**config.mk**
```make
export PLATFORM = sky130hd
export DESIGN_NAME = scan_display_ctrl_flat
export DESIGN_NICKNAME = d
export VERILOG_FILES = /design/src/rtl/scan_display_if.sv /design/src/rtl/scan_display_ctrl.sv /design/src/flat_wrapper.sv
export SDC_FILE = /design/constraint.sdc
export NUM_CORES = 1
export LEC_CHECK = 0
export CAP_MARGIN = 20
export CORE_ASPECT_RATIO = 0.75
export CORE_MARGIN = 2
export CORE_UTILIZATION = 50
export DETAILED_ROUTE_END_ITERATION = 16
export GPL_TIMING_DRIVEN = 0
export PLACE_DENSITY = 0.79
export SLEW_MARGIN = 10
export SYNTH_ARGS = -nofsm -noshare
export SYNTH_HDL_FRONTEND = slang
export SYNTH_SLANG_ARGS = --single-unit
```
**constraint.sdc**
```tcl
create_clock -name clk -period 5 [get_ports clk]
set_clock_uncertainty 0.05 [all_clocks]
set_input_delay 0.5 -clock clk [delete_from_list [all_inputs] [get_ports clk]]
set_output_delay 0.5 -clock clk [all_outputs]
set_load 0.02 [all_outputs]
```
**src/rtl/scan_display_if.sv**
```systemverilog
// CPU-side load bus for scan_display_ctrl: per-digit nibbles, points, blank
// and blink masks, plus the load / load_ack handshake.
interface scan_display_if #(
  parameter int DIGITS = 8
);
  logic [4*DIGITS-1:0] hexs;
  logic [DIGITS-1:0]   points;
  logic [DIGITS-1:0]   les;
  logic [DIGITS-1:0]   blinks;
  logic                load;
  logic                load_ack;

  modport master (output hexs, points, les, blinks, load, input load_ack);
  modport slave  (input hexs, points, les, blinks, load, output load_ack);
endinterface

```
**src/rtl/scan_display_ctrl.sv**
```systemverilog
// Time-multiplexed seven-segment scan controller with refresh prescaler,
// frame-aligned shadow buffer, per-digit blanking and optional blinking.
// Optional feature macro: SCAN_BLINK_EN (blink frame counter + blink_phase).

// Per-digit blank decision: dark when blanked, or blinking in the off phase.
module scan_digit_blank (
  input  logic le_bit,
  input  logic blink_bit,
  input  logic phase,
  output logic blank
);
  assign blank = le_bit | (blink_bit & phase);
endmodule

module scan_display_ctrl #(
  parameter  int DIGITS       = 8,
  parameter  int SCAN_DIV     = 16,
  parameter  int BLINK_FRAMES = 64,
  localparam int SEL_W        = (DIGITS > 1) ? $clog2(DIGITS) : 1
) (
  input  logic               clk,
  input  logic               rst_n,
  scan_display_if.slave      bus,
  output logic [SEL_W-1:0]   scan,
  output logic [3:0]         hexo,
  output logic               p,
  output logic               le,
  output logic [DIGITS-1:0]  an,
  output logic               frame_done
);
  localparam int               DIV_W    = $clog2(SCAN_DIV);
  localparam logic [DIV_W-1:0] DIV_LAST = DIV_W'(SCAN_DIV - 1);
  localparam logic [SEL_W-1:0] SEL_LAST = SEL_W'(DIGITS - 1);

  logic [DIV_W-1:0]       div_cnt;
  logic [DIGITS-1:0][3:0] sh_hex, sh_hex_nxt;
  logic [DIGITS-1:0]      sh_pt, sh_pt_nxt, sh_le, sh_le_nxt;
  logic [DIGITS-1:0]      bl_gate, blank_nxt;
  logic [DIGITS-1:0]      an_nxt;
  logic [SEL_W-1:0]       scan_nxt;
  logic                   load_pending, load_q;
  logic                   tc, wrap, req, capture;
  logic                   phase_nxt;

  assign tc      = (div_cnt == DIV_LAST);
  assign wrap    = tc && (scan == SEL_LAST);
  // Only a rising load is a new request, so a held load never re-triggers.
  assign req     = bus.load & ~load_q;
  assign capture = wrap & (load_pending | req);

  // Next digit index: advance on terminal count, wrap at the last digit.
  always_comb begin
    scan_nxt = scan;
    if (tc) scan_nxt = (scan == SEL_LAST) ? '0 : scan + SEL_W'(1);
  end

  // Next shadow contents: inputs captured only on the frame-boundary edge.
  always_comb begin
    sh_hex_nxt = sh_hex;
    sh_pt_nxt  = sh_pt;
    sh_le_nxt  = sh_le;
    if (capture) begin
      sh_hex_nxt = bus.hexs;
      sh_pt_nxt  = bus.points;
      sh_le_nxt  = bus.les;
    end
  end

`ifdef SCAN_BLINK_EN
  localparam int              FC_W    = (BLINK_FRAMES > 1) ? $clog2(BLINK_FRAMES) : 1;
  localparam logic [FC_W-1:0] FC_LAST = FC_W'(BLINK_FRAMES - 1);

  logic [FC_W-1:0]   fcnt;
  logic              phase;
  logic [DIGITS-1:0] sh_bl, sh_bl_nxt;

  assign sh_bl_nxt = capture ? bus.blinks : sh_bl;
  assign phase_nxt = (wrap && fcnt == FC_LAST) ? ~phase : phase;
  assign bl_gate   = sh_bl_nxt;

  // Frame counter and blink phase, stepped once per frame wrap.
  always_ff @(posedge clk or negedge rst_n) begin
    if (!rst_n) begin
      fcnt  <= '0;
      phase <= 1'b0;
      sh_bl <= '0;
    end else begin
      sh_bl <= sh_bl_nxt;
      phase <= phase_nxt;
      if (wrap) fcnt <= (fcnt == FC_LAST) ? '0 : fcnt + FC_W'(1);
    end
  end
`else
  logic unused_blink;
  assign unused_blink = ^{bus.blinks, (BLINK_FRAMES > 0)};
  assign phase_nxt    = 1'b0;
  assign bl_gate      = '0;
`endif

  for (genvar i = 0; i < DIGITS; i++) begin : g_dig
    scan_digit_blank u_blank (
      .le_bit    (sh_le_nxt[i]),
      .blink_bit (bl_gate[i]),
      .phase     (phase_nxt),
      .blank     (blank_nxt[i])
    );
  end

  // Anode pattern for the next slot: one low bit when lit, all high when dark.
  always_comb begin
    an_nxt = '1;
    if (!blank_nxt[scan_nxt]) an_nxt[scan_nxt] = 1'b0;
  end

  // Prescaler, scan index, shadow, handshake and registered display outputs.
  always_ff @(posedge clk or negedge rst_n) begin
    if (!rst_n) begin
      div_cnt      <= '0;
      scan         <= '0;
      sh_hex       <= '0;
      sh_pt        <= '0;
      sh_le        <= '1;
      load_pending <= 1'b0;
      load_q       <= 1'b0;
      bus.load_ack <= 1'b0;
      frame_done   <= 1'b0;
      hexo         <= '0;
      p            <= 1'b0;
      le           <= 1'b1;
      an           <= '1;
    end else begin
      div_cnt      <= tc ? '0 : div_cnt + DIV_W'(1);
      scan         <= scan_nxt;
      sh_hex       <= sh_hex_nxt;
      sh_pt        <= sh_pt_nxt;
      sh_le        <= sh_le_nxt;
      load_q       <= bus.load;
      if (capture)  load_pending <= 1'b0;
      else if (req) load_pending <= 1'b1;
      bus.load_ack <= capture;
      frame_done   <= wrap;
      hexo         <= sh_hex_nxt[scan_nxt];
      p            <= sh_pt_nxt[scan_nxt];
      le           <= blank_nxt[scan_nxt];
      an           <= an_nxt;
    end
  end
endmodule

```
**src/flat_wrapper.sv**
```systemverilog
// flat-port wrapper written by rule: the top's interface ports become plain ports
module scan_display_ctrl_flat 
#(
  parameter  int DIGITS       = 8,
  parameter  int SCAN_DIV     = 16,
  parameter  int BLINK_FRAMES = 64,
  localparam int SEL_W        = (DIGITS > 1) ? $clog2(DIGITS) : 1
)
  (clk, rst_n, scan, hexo, p, le, an, frame_done, bus_hexs, bus_points, bus_les, bus_blinks, bus_load, bus_load_ack);
  scan_display_if #(.DIGITS(DIGITS)) bus_i ();
  input  logic clk;
  input  logic rst_n;
  output logic [SEL_W-1:0] scan;
  output logic [3:0] hexo;
  output logic p;
  output logic le;
  output logic [DIGITS-1:0] an;
  output logic frame_done;
  input wire logic [$bits(bus_i.hexs)-1:0] bus_hexs;
  input wire logic [$bits(bus_i.points)-1:0] bus_points;
  input wire logic [$bits(bus_i.les)-1:0] bus_les;
  input wire logic [$bits(bus_i.blinks)-1:0] bus_blinks;
  input wire logic [$bits(bus_i.load)-1:0] bus_load;
  output wire logic [$bits(bus_i.load_ack)-1:0] bus_load_ack;
  assign bus_i.hexs = bus_hexs;
  assign bus_i.points = bus_points;
  assign bus_i.les = bus_les;
  assign bus_i.blinks = bus_blinks;
  assign bus_i.load = bus_load;
  assign bus_load_ack = bus_i.load_ack;
  scan_display_ctrl #(.DIGITS(DIGITS), .SCAN_DIV(SCAN_DIV), .BLINK_FRAMES(BLINK_FRAMES)) u_core (.clk(clk), .rst_n(rst_n), .bus(bus_i), .scan(scan), .hexo(hexo), .p(p), .le(le), .an(an), .frame_done(frame_done));
endmodule
```
==> results.json <==
{
  "grt_usage_pct": 21.9,
  "cts_tree": "yes",
  "path_clk_slew_ns": 0.08,
  "die_h_um": 73.3,
  "period_needed_ns": 2.89,
  "grt_antenna_before_repair": 0,
  "cp.depth": 10,
  "maxSlewHeadroom_pct": 63.6,
  "routed_wl_mm": 7.06,
  "r2r_start": "u_core.scan[1]",
  "maxCapViolCount": 0,
  "cp-startpoint": "u_core.scan[1]",
  "drt-pass1-iter-count": 4,
  "netlist_area_um2": 3200,
  "wire_per_inst_um": 17.6,
  "cts_root_buf": "clkbuf_8",
  "finalSetupTns_ns": 0,
  "r2r-end": "u_core.an[1]",
  "die_w_um": 96.4,
  "hpwl_mm": 5.05,
  "syn2layout_area_growth_pct": 32.1,
  "reg2reg_slack_ns": 2.11,
  "crit_path_max_fanout": 10,
  "rsz0062_at_grt": "false",
  "post-place-ws_ns": 2.07,
  "crit_slowest_cell": "clkbuf_1",
  "cts_num_sinks": 73,
  "synth.most_common_cell": "dfrtp_1",
  "synth_seq_area_share_pct": 57.8,
  "worst-setup-path-type": "flip-flop to flip-flop",
  "crit_buf_inv": 2,
  "initial_core_util_pct": 51.1,
  "grt_pass1_vias": 2254,
  "cts-resized-gates": 0,
  "synth_top_area_share_pct": 43.8,
  "gr-total-overflow": 0,
  "setup_ws_ns": 2.11,
  "portBuffers": 69,
  "avgSynthCellArea_um2": 13.6,
  "worstRegToRegCells": 10,
  "async_reset_ff_share_pct": 100,
  "num_antenna_cells": 0,
  "gp_congestion": 0.814,
  "yosysUniqueCellTypes": 38,
  "grt_pass1_wl_mm": 11.2,
  "synth-edff-count": 0,
  "cts.htree.levels": 3,
  "period_share_pct": 57.8,
  "cts_setup_buffers": 0,
  "postCtsHoldBufs": 0,
  "clkLatencyLatePin_ns": 0.35,
  "timing.fmax_mhz": 346,
  "hold_viol": 0,
  "clk_path_buf_depth": 2,
  "setup-violations-final": 0,
  "fp.dieArea_um2": 7060,
  "start_kind": "flip-flop",
  "worst_pin_slew_ns": 0.544,
  "endpoint": "u_core.an[1]",
  "cts_buffers": 9,
  "core_region_area_um2": 6260,
  "status": "completed",
  "crit_family": "simple AND/OR/NAND/NOR gates",
  "slew_viol_final": 0,
  "cp_cell_sequence": "ha_1, ha_1, or3b_1, mux2i_1, clkbuf_1, and2_1, a22oi_1, and4_1, buf_2, nand3_1",
  "final_antenna_net_count": 0,
  "p_leak_nw": 1.97,
  "critPathArrivalTime_ns": 3.12,
  "drc": 0,
  "syn_nets": 297,
  "grt_max_degree": 39,
  "drive_gt1_share_pct": 28.3,
  "num_rows": 25,
  "synth_common_cells": "dfrtp_1, mux2_2, dfstp_2",
  "hold_class": "primary input to asynchronous set/reset pin",
  "power_density_nw_per_um2": 266,
  "io_pins": 78,
  "cp_slowest_stage_delay_ns": 0.47,
  "drt_iter0_markers": 93,
  "ir_drop_v": 0.000123,
  "fin_nets": 378,
  "ys_warn_count": 0,
  "vias": 2159,
  "synth-seq-cells": 73,
  "netlist_instances": 235,
  "synthTopCellsByArea": "dfrtp_1, dfstp_2, mux2_2",
  "vias_per_cell": 5.37,
  "required_ns": 5.23,
  "synth_flop_cell": "dfrtp_1",
  "cpMostUsedCell": "ha_1",
  "end_kind": "flip-flop",
  "synth_top_area_cell": "dfrtp_1"
}
## state kept, by name (all words and copies together), names as in the netlist
signal,cells
u_core.sh_hex,32
u_core.an,8
u_core.sh_le,8
u_core.sh_pt,8
u_core.div_cnt,4
u_core.hexo,4
u_core.scan,3
u_core.bus.load_ack,1
u_core.frame_done,1
u_core.le,1
u_core.load_pending,1
u_core.load_q,1
u_core.p,1
## layout make-up
cell class	instances	area, µm²
fillers	449	2030
multi-input cells	143	1250
inverters	5	18.8
repair buffers	70	708
plain buffers	14	85.1
well taps	81	101
clock buffers	12	188
flip-flops and latches	73	1850
clock inverters	4	30.0
## power by group
part	internal, mW	switching, mW
clock	0.256	0.222
sequential	0.591	0.0000929
combinational	0.0360	0.0178
## per-stage QoR
stage	util [%]	total power [mW]	cells	instance area [µm²]	hold WS, ns
5_1_grt	67.5	1.16	402	4230	0.0617
4_1_cts	67.5	1.13	402	4230	0.0580
3_5_place_dp	64.1	0.657	386	4010	0.432
6_report	67.5	1.12	402	4230	0.0507
3_3_place_gp	63.8	0.656	385	3990	0.416
2_1_floorplan	-	0.604	235	3200	0.154
## worst min path at each step
stage	end	slack, ns	cells after the start
final	u_core.div_cnt[0]	0.05	1
after floorplan	u_core.bus.load_ack	0.15	0
after global routing	u_core.div_cnt[0]	0.06	1
after detailed placement	u_core.sh_pt[0]	0.43	1
after global placement	u_core.sh_hex[11]	0.42	1
after CTS	u_core.div_cnt[0]	0.06	1
## metal layers
layer,global-route usage [%],vias to the layer above,share of wire (%)
met1,29.7,1057,45
met4,5.79,0,1.4
met5,0,-,0
met3,7.49,9,7.6
li1,-,1015,-
met2,34.3,78,46
## kinds of logic (layout without fill, tap and decap cells)
| logic type | after synthesis | after routing | synth area share [%] |
|---|---|---|---|
| AO/OA/AOI/OAI | 33 | 33 | 9.15 |
| buffers and inverters | 19 | 105 | 3.25 |
| XOR/XNOR | 1 | 1 | 0.274 |
| flip-flops | 73 | 73 | 57.8 |
| AND/OR/NAND/NOR | 55 | 55 | 9.70 |
| multiplexers | 51 | 51 | 18.7 |
| adder cells (fa/ha/maj) | 3 | 3 | 1.17 |
## cell usage in the layout (no fill, tap or decap), types with 3 or more instances in the layout
master	netlist	routed
a31o_1	10	10
mux2_4	7	7
buf_6	3	3
dfstp_2	17	17
or4_1	5	5
nor2b_1	11	11
buf_2	5	5
clkbuf_1	4	4
nand3_1	8	8
inv_1	4	4
and2_1	7	7
ha_1	3	3
clkdlybuf4s50_1	0	68
nand2_1	10	10
mux2i_1	3	3
o21ai_0	4	4
clkbuf_8	0	10
mux2_2	36	36
a32o_1	10	10
mux2_1	5	5
dfrtp_1	56	56
nor2_1	5	5
Note: power is estimated with default switching activity, not from simulation.
